$ cat src/rtl/div_sign_restore.sv
`default_nettype none
// ============================================================================
// Module      : div_sign_restore
// Description : Signed-divider back end. Re-applies the quotient sign (signo)
//               and dividend sign (sign_n) to the unsigned magnitudes from the
//               divide core. The results pass through a registered
//               valid/ready stage with a one-entry skid buffer. The stage also
//               provides a quotient overflow flag and a saturating counter of
//               overflowed results.
//               Optional macro DIV_SIGN_SAT_EN: when defined, an overflowed
//               quotient clamps to the nearest representable value instead of
//               wrapping.
// Revision    : 1.0 - initial release
// ============================================================================
module div_sign_restore #(
    parameter int W     = 32,
    parameter int CNT_W = 16
) (
    input  logic             clk,
    input  logic             rst_n,
    input  logic             in_valid,
    output logic             in_ready,
    input  logic [W-1:0]     q_mag,
    input  logic [W-1:0]     r_mag,
    input  logic             signo,
    input  logic             sign_n,
    output logic             out_valid,
    input  logic             out_ready,
    output logic [W-1:0]     q_out,
    output logic [W-1:0]     r_out,
    output logic             ovf,
    output logic [CNT_W-1:0] ovf_cnt
);

    localparam logic [W-1:0]     c_one     = {{(W-1){1'b0}}, 1'b1};
    localparam logic [W-1:0]     c_max_pos = {1'b0, {(W-1){1'b1}}};
    localparam logic [W-1:0]     c_min_neg = {1'b1, {(W-1){1'b0}}};
    localparam logic [CNT_W-1:0] c_cnt_one = {{(CNT_W-1){1'b0}}, 1'b1};

    // Sign-applied versions of the incoming magnitudes
    logic [W-1:0] w_q_conv;
    logic [W-1:0] w_r_conv;
    logic         w_ovf_in;

    // State: output register, skid entry, overflow counter
    logic             out_valid_q, out_valid_d;
    logic [W-1:0]     q_out_q,     q_out_d;
    logic [W-1:0]     r_out_q,     r_out_d;
    logic             ovf_q,       ovf_d;
    logic             skid_full_q, skid_full_d;
    logic [W-1:0]     skid_q_q,    skid_q_d;
    logic [W-1:0]     skid_r_q,    skid_r_d;
    logic             skid_ovf_q,  skid_ovf_d;
    logic [CNT_W-1:0] ovf_cnt_q,   ovf_cnt_d;

    logic w_accept;
    logic w_out_load;

    // Sign application and overflow detection for the incoming result
    always_comb begin
        // Only -2^(W-1) has a magnitude with the MSB set that is still representable
        if (signo) begin
            w_ovf_in = q_mag[W-1] & (|q_mag[W-2:0]);
        end else begin
            w_ovf_in = q_mag[W-1];
        end

        w_q_conv = signo ? (~q_mag + c_one) : q_mag;
`ifdef DIV_SIGN_SAT_EN
        if (w_ovf_in) begin
            w_q_conv = signo ? c_min_neg : c_max_pos;
        end
`endif
        // Negating a zero magnitude yields zero, so no special case is needed
        w_r_conv = sign_n ? (~r_mag + c_one) : r_mag;
    end

    assign in_ready   = ~skid_full_q;
    assign w_accept   = in_valid & ~skid_full_q;
    assign w_out_load = ~out_valid_q | out_ready;

    // Next-state for the output register, skid entry and overflow counter
    always_comb begin
        out_valid_d = out_valid_q;
        q_out_d     = q_out_q;
        r_out_d     = r_out_q;
        ovf_d       = ovf_q;
        skid_full_d = skid_full_q;
        skid_q_d    = skid_q_q;
        skid_r_d    = skid_r_q;
        skid_ovf_d  = skid_ovf_q;
        ovf_cnt_d   = ovf_cnt_q;

        if (w_out_load) begin
            if (skid_full_q) begin
                // in_ready is low while the skid is full, so no input competes here
                out_valid_d = 1'b1;
                q_out_d     = skid_q_q;
                r_out_d     = skid_r_q;
                ovf_d       = skid_ovf_q;
                skid_full_d = 1'b0;
            end else if (w_accept) begin
                out_valid_d = 1'b1;
                q_out_d     = w_q_conv;
                r_out_d     = w_r_conv;
                ovf_d       = w_ovf_in;
            end else begin
                out_valid_d = 1'b0;
            end
        end else if (w_accept) begin
            // Output is stalled: park the new result in the skid entry
            skid_full_d = 1'b1;
            skid_q_d    = w_q_conv;
            skid_r_d    = w_r_conv;
            skid_ovf_d  = w_ovf_in;
        end

        if (out_valid_q && out_ready && ovf_q && !(&ovf_cnt_q)) begin
            ovf_cnt_d = ovf_cnt_q + c_cnt_one;
        end
    end

    // State registers with asynchronous clear
    always_ff @(posedge clk or negedge rst_n) begin
        if (!rst_n) begin
            out_valid_q <= 1'b0;
            q_out_q     <= '0;
            r_out_q     <= '0;
            ovf_q       <= 1'b0;
            skid_full_q <= 1'b0;
            skid_q_q    <= '0;
            skid_r_q    <= '0;
            skid_ovf_q  <= 1'b0;
            ovf_cnt_q   <= '0;
        end else begin
            out_valid_q <= out_valid_d;
            q_out_q     <= q_out_d;
            r_out_q     <= r_out_d;
            ovf_q       <= ovf_d;
            skid_full_q <= skid_full_d;
            skid_q_q    <= skid_q_d;
            skid_r_q    <= skid_r_d;
            skid_ovf_q  <= skid_ovf_d;
            ovf_cnt_q   <= ovf_cnt_d;
        end
    end

    assign out_valid = out_valid_q;
    assign q_out     = q_out_q;
    assign r_out     = r_out_q;
    assign ovf       = ovf_q;
    assign ovf_cnt   = ovf_cnt_q;

endmodule
`default_nettype wire
$ cat config.mk
export PLATFORM = sky130hd
export DESIGN_NAME = div_sign_restore
export DESIGN_NICKNAME = d
export VERILOG_FILES = /design/src/rtl/div_sign_restore.sv
export SDC_FILE = /design/constraint.sdc
export NUM_CORES = 1
export LEC_CHECK = 0
export CAP_MARGIN = 0
export CORE_ASPECT_RATIO = 0.75
export CORE_UTILIZATION = 52
export DETAILED_ROUTE_END_ITERATION = 12
export GPL_ROUTABILITY_DRIVEN = 0
export PLACE_DENSITY = 0.86
export SYNTH_ARGS = -nofsm -noshare
export SYNTH_HDL_FRONTEND = slang
export SYNTH_SLANG_ARGS = --single-unit
export TNS_END_PERCENT = 100
$ cat constraint.sdc
create_clock -name clk -period 2.55 [get_ports clk]
set_clock_uncertainty 0.15 [all_clocks]
set_input_delay 0.255 -clock clk [delete_from_list [all_inputs] [get_ports clk]]
set_output_delay 0.255 -clock clk [all_outputs]
set_load 0.02 [all_outputs]
==> flow_metrics.env, run 1 <==
export IMPL_r2r_end="ovf_cnt[14]"
export IMPL_seq_area_frac_synth=0.482
export IMPL_power_density_nw_per_um2=735
export IMPL_start_util=0.532
export IMPL_grt_pass1_vias=7301
export IMPL_hpwl_um=15500
export IMPL_grt_total_usage=0.310
export IMPL_rr_startpoint="ovf_cnt[2]"
export IMPL_synth_edff_count=0
export IMPL_final_common_cell="dfrtp_1"
export IMPL_startpoint_type="input port"
export IMPL_synth_cell_types=46
export IMPL_whs_path_depth=3
export IMPL_ys_warn_count=0
export IMPL_cts_path_max_buffers=2
export IMPL_final_cell_mix="dfrtp_1, clkdlybuf4s50_1, nand2_1"
export IMPL_drt_iter0_drc=713
export IMPL_critical_path_arrival_ns=2.73
export IMPL_clk_pin_slew_ns=0.06
export IMPL_grt_antenna_before_repair=1
export IMPL_crit_type="in2reg"
export IMPL_setup_violations=1
export IMPL_finalCriticalPeriod_ns=2.58
export IMPL_cts_root_buf="clkbuf_16"
export IMPL_yosysTopAreaCell="dfrtp_1"
export IMPL_synth_avg_cell_area_sq_um=9.27
export IMPL_cp_slowest_stage_delay_ns=0.51
export IMPL_outcome="finished, violations left"
export IMPL_layout_drive_gt1_share=0.187
export IMPL_maxCapViolCount=0
export IMPL_reg2regPathDepth=5
export IMPL_syn_inst=830
export IMPL_die_width_um=142
export IMPL_n_antenna_cell=0
export IMPL_required_ns=2.70
export IMPL_setup_ws_ns=-0.0314
export IMPL_fin_nets=1127
export IMPL_yosysTopAreaCellShare=0.482
export IMPL_routed_wl_um=23800
export IMPL_clock_sinks=148
export IMPL_worstSetupEndpointType="flop"
export IMPL_placed_cell_area_sq_um=10100
export IMPL_finalInstanceArea_sq_um=11000
export IMPL_place_inst=1230
export IMPL_violations="setup timing"
export IMPL_hold_path_startpoint="q_mag[0]"
export IMPL_power_uw=8110
export IMPL_min_period_over_period=1.01
export IMPL_antenna_left=0
export IMPL_tightest_slew_ns=0.826
export IMPL_grt_pass1_wl_um=36500
export IMPL_synth_ff_latch_count=148
export IMPL_worst_skew_pair_late_latency_ns=0.42
export IMPL_cp_max_fo=7
export IMPL_synth_area_sq_um=7690
export IMPL_core_area_sq_um=14500
export IMPL_worst_hold_path_endpoint="skid_q_q[0]"
export IMPL_slew_headroom=0.447
export IMPL_cpMaxStageDelayCell="or4_4"
export IMPL_drtPass1Iterations=5
export IMPL_vias=7546
export IMPL_wire_per_inst_um=18.8
export IMPL_htree_levels=4
export IMPL_tritoncts="built"
export IMPL_synthToLayoutAreaGrowth_pct=43.4
export IMPL_regToRegSetupSlack_ns=0.20
export IMPL_place_ws_ns=-0.515
export IMPL_hold_path_class="in2reg"
export IMPL_routed_via_density=5.96
export IMPL_hold_ws_ns=0.0293
export IMPL_final_hold_viol_count=0
export IMPL_cts_made_buffers=17
export IMPL_final_max_slew_violation_count=0
export IMPL_irDropWorstVdd_mv=0.436
export IMPL_grt_max_degree=58
export IMPL_synth_area_top_cells="dfrtp_1, o21ai_0, xor2_1"
export IMPL_fp_dieH_um=107
export IMPL_boundaryPins=153
export IMPL_path_cells="clkdlybuf4s50_1 -> or4_1 -> or4_4 -> buf_6 -> o41ai_4 -> buf_4 -> mux2i_1 -> nand3_1"
export IMPL_io_buffer_count=152
export IMPL_grt_overflow=0
export IMPL_syn_nets=903
export IMPL_synthFlopType="dfrtp_1"
export IMPL_fmax_mhz=387
export IMPL_die_area_sq_um=15300
export IMPL_rows=38
export IMPL_leakagePower_uw=0.00504
export IMPL_drc_errors=0
export IMPL_fin_cells=1267
export IMPL_synth_async_reset_ratio=1.00
export IMPL_rsz0062_at_grt="true"
==> flip-flops by register name, summed over array words and instances (netlist names) <==
signal and flops:
skid_ovf_q 1, skid_q_q 32, out_valid 1, ovf 1
skid_r_q 32, r_out 32, ovf_cnt 16, skid_full_q 1
q_out 32
==> critical path: cells and delay by family <==
kind	cells	cell delay (ns)
simple gates	3	1.10
buf+inv	3	0.79
compound gates	1	0.40
mux	1	0.19
==> stage by stage <==
stage          TNS (ns)   util
4_1_cts         -0.0158  0.751
3_3_place_gp     -21.94  0.702
3_5_place_dp     -25.88  0.702
6_report        -0.0314  0.763
5_1_grt          -0.221  0.763
2_1_floorplan   -0.0722      -
==> synth_stat cells (3+ instances only) <==
library cell / instances
and3_1: 30
or2_2: 5
nor2_1: 29
inv_1: 10
mux2i_1: 16
o21a_1: 6
a21oi_1: 32
nor4_1: 10
o31ai_1: 21
or3_1: 11
dfrtp_1: 148
nor2b_1: 4
nand2_1: 123
nand3_1: 29
mux2_2: 5
xnor2_1: 12
ha_1: 3
xor2_1: 61
o41ai_2: 6
a211oi_1: 10
a21o_1: 5
clkbuf_1: 54
o22ai_1: 3
o21ai_0: 108
o41ai_1: 16
nand2b_1: 4
nor3_1: 21
or4_1: 19
buf_1: 6
==> final cells by class <==
type | instances | area (sq um)
Clock buffer | 19 | 443
Clock inverter | 13 | 159
Fill cell | 954 | 3420
Inverter | 10 | 37.5
Multi-Input combinational cell | 611 | 3940
Sequential cell | 148 | 3700
Tap cell | 200 | 250
Timing Repair Buffer | 266 | 2490
==> per-layer routing <==
layer  GRT usage  wire length [um]
met1       0.421              9990
met2       0.495             11300
met3      0.0587              1920
met4       0.118               590
met5           0                 0
==> timing repair <==
item	in CTS	in global routing
gates cloned	1	1
pin swaps	6	10
buffers inserted	1	1
endpoints found under the setup margin	16	34
gates resized for setup	14	35
hold endpoints to repair	45	0
hold buffers	1	0
==> where the power goes <==
| group | internal [uW] | switching [uW] | total [uW] |
|---|---|---|---|
| sequential | 2870 | 360 | 3230 |
| combinational | 1070 | 1240 | 2310 |
| clock | 1560 | 1010 | 2570 |
| total | 5500 | 2610 | 8110 |
==> kinds of logic (layout without fill, tap and decap cells) <==
family,Yosys count,after routing,synth area share
multiplexers,22,22,0.0301
AO/OA/AOI/OAI,215,215,0.174
flip-flops,148,148,0.482
buffers and inverters,72,308,0.0363
adder cells (fa/ha/maj),3,3,0.00488
XOR/XNOR,73,73,0.0831
AND/OR/NAND/NOR,297,298,0.190
==> worst max path at each step <==
| stage | start | endpoint | slack [ns] | depth (start not counted) |
|---|---|---|---|---|
| 6_report | r_mag[16] | r_out[27] | -0.03 | 8 |
| 3_3_place_gp | q_mag[6] | q_out[29] | -0.45 | 8 |
| 2_1_floorplan | q_mag[0] | q_out[26] | -0.07 | 9 |
| 3_5_place_dp | r_mag[10] | r_out[27] | -0.52 | 8 |
| 4_1_cts | r_mag[2] | r_out[27] | -0.02 | 8 |
| 5_1_grt | r_mag[16] | r_out[27] | -0.06 | 8 |
No activity file was read; power rests on OpenSTA's default activity.
==> run 2: changes to the inputs <==
CORE_MARGIN = 2   (was not set)
==> run 2 against run 1 <==
The run now ends clean; non-clock buffer count shrank 7; sequential share of layout area grew 0.20 points; clock-buffer cell count shrank 1.
==> flow_metrics.env, run 2 (synthesis gave the netlist of run 1 again) <==
export IMPL_worst_skew_pair_late_latency_ns=0.42
export IMPL_fmax_mhz=392
export IMPL_cpLargestDelayFamily="simple AND/OR/NAND/NOR gates"
export IMPL_final_common_cell="dfrtp_1"
export IMPL_n_antenna_cell=0
export IMPL_core_area_sq_um=14500
export IMPL_worstSetupEndpointType="flop"
export IMPL_cts_path_max_buffers=2
export IMPL_cts_made_buffers=17
export IMPL_slew_headroom=0.549
export IMPL_hpwl_um=15400
export IMPL_synthToLayoutAreaGrowth_pct=42.6
export IMPL_grt_overflow=0
export IMPL_finalInstanceArea_sq_um=11000
export IMPL_nFillCells=953
export IMPL_clock_sinks=148
export IMPL_final_cell_mix="dfrtp_1, clkdlybuf4s50_1, nand2_1"
export IMPL_rsz0062_at_grt="true"
export IMPL_clk_pin_slew_ns=0.06
export IMPL_critPathBufInv=2
export IMPL_intPower_uw=5680
export IMPL_clkPwrFrac=0.333
export IMPL_crit_type="in2reg"
export IMPL_r2r_end="skid_r_q[30]"
export IMPL_reg2regPathDepth=5
export IMPL_routed_wl_um=23600
export IMPL_setup_violations=0
export IMPL_path_cells="clkdlybuf4s50_1 -> or4_4 -> or4_4 -> buf_2 -> o31ai_2 -> xor2_1 -> o21ai_0"
export IMPL_drt_iter0_drc=707
export IMPL_netSwitchingPower_uw=2600
export IMPL_final_max_slew_violation_count=0
export IMPL_fin_nets=1119
export IMPL_critical_path_arrival_ns=2.67
export IMPL_cts_root_buf="clkbuf_16"
export IMPL_start_util=0.532
export IMPL_rr_startpoint="skid_full_q"
export IMPL_grt_max_degree=75
export IMPL_swShare=0.314
export IMPL_cpMostUsedCell="or4_4"
export IMPL_io_buffer_count=152
export IMPL_boundaryPins=153
export IMPL_fin_cells=1258
export IMPL_cp_max_fo=5
export IMPL_grt_antenna_before_repair=0
export IMPL_cp_slowest_stage_delay_ns=0.57
export IMPL_outcome="completed"
export IMPL_power_density_nw_per_um2=755
export IMPL_whs_path_depth=3
export IMPL_tightest_slew_ns=0.676
export IMPL_antenna_left=0
export IMPL_layout_drive_gt1_share=0.178
export IMPL_maxCapViolCount=0
export IMPL_irDropWorstVdd_mv=0.512
export IMPL_multi_input_area_sq_um=3910
export IMPL_hold_path_class="in2reg"
export IMPL_fp_dieH_um=109
export IMPL_routed_via_density=5.96
export IMPL_die_width_um=144
export IMPL_wire_per_inst_um=18.8
export IMPL_final_hold_viol_count=0
export IMPL_rows=38
export IMPL_finalCriticalPeriod_ns=2.55
export IMPL_min_period_over_period=0.999
export IMPL_hold_path_startpoint="r_mag[0]"
export IMPL_startpoint_type="input port"
export IMPL_tritoncts="built"
export IMPL_place_inst=1223
export IMPL_regToRegSetupSlack_ns=0.24
export IMPL_leakagePower_uw=0.00499
export IMPL_grt_pass1_wl_um=36300
export IMPL_vias=7502
export IMPL_grt_total_usage=0.298
export IMPL_drc_errors=0
export IMPL_worst_hold_path_endpoint="skid_r_q[0]"
export IMPL_required_ns=2.67
export IMPL_cpMaxStageDelayCell="or4_4"
export IMPL_drtPass1Iterations=5
export IMPL_comb_power_share=0.277
export IMPL_htree_levels=4
export IMPL_placed_cell_area_sq_um=10100
export IMPL_die_area_sq_um=15800
export IMPL_seqPwrFrac=0.390
export IMPL_grt_pass1_vias=7142
export IMPL_seq_area_sq_um=3700
==> run 2: cell count changes in the layout (fill, tap and decap cells not counted), sizes merged <==
cell	delta
clkinv	-2
inv	+1
or4	-1
bufinv	+2
clkinvlp	-1
buf	-7
clkbuf	-1
==> run 2: how the worst max path moves through the flow <==
stage / depth (start not counted) / startpoint / to
CTS: 7 / q_mag[6] / q_out[23]
global placement: 8 / q_mag[0] / q_out[26]
global route: 7 / r_mag[14] / skid_r_q[20]
detailed placement: 7 / q_mag[6] / q_out[29]
finish: 7 / r_mag[9] / skid_r_q[17]
floorplan: 9 / q_mag[0] / q_out[26]
==> run 2: power by group through the flow <==
stage	logic [uW]	registers (uW)	clock network (uW)
floorplan	772	3510	0
global placement	2170	3230	0
detailed placement	2240	3250	0
CTS	2270	3220	2760
global route	2480	3290	2880
finish	2290	3230	2760
==> run 2: layout make-up <==
cell class	instances	area share
Inverter	10	0.00342
Sequential cell	148	0.338
Clock inverter	13	0.0188
Clock buffer	18	0.0401
Multi-Input combinational cell	610	0.357
Tap cell	200	0.0228
Timing Repair Buffer	259	0.220
==> run 2: repair_timing <==
item                       4_1_cts  5_1_grt
setup endpoints to repair       12       46
setup buffers                    2        0
gates cloned                     0        1
hold endpoints to repair        71        0
resized for setup               14       31
pin swaps                        1       15
hold buffers                     1        0
==> run 2: routing by layer <==
metal  track usage  share of wire  routed length (um)
met1         0.414           0.42                9890
met5             0              0                   0
met3        0.0575          0.086                2030
met4         0.107          0.023                 547
met2         0.472           0.47               11200
==> run 2: worst reg2reg max path, stage by stage (launching register included) <==
cell     delay, ns
dfrtp_2       0.61
inv_1         0.19
buf_4         0.28
nand3_4       0.12
buf_4         0.53
o21ai_0       0.27
==> run 2: metrics by stage <==
step	setup TNS [ns]	setup slack, ns	hold WS, ns	total power (uW)	util
2_1_floorplan	-0.0722	-0.0722	-0.191	4280	-
3_3_place_gp	-22.39	-0.430	0.171	5390	0.698
3_5_place_dp	-27.40	-0.503	0.169	5490	0.698
4_1_cts	0	0.000707	0.180	8260	0.750
5_1_grt	-0.207	-0.0508	0.0807	8650	0.759
6_report	0	0.00172	0.0652	8280	0.759
==> run 3: changes to the inputs <==
SLEW_MARGIN = 10   (was not set)
==> results of run 3 <==
Same layout as run 2: the final DEF is identical, and so are final timing and power.
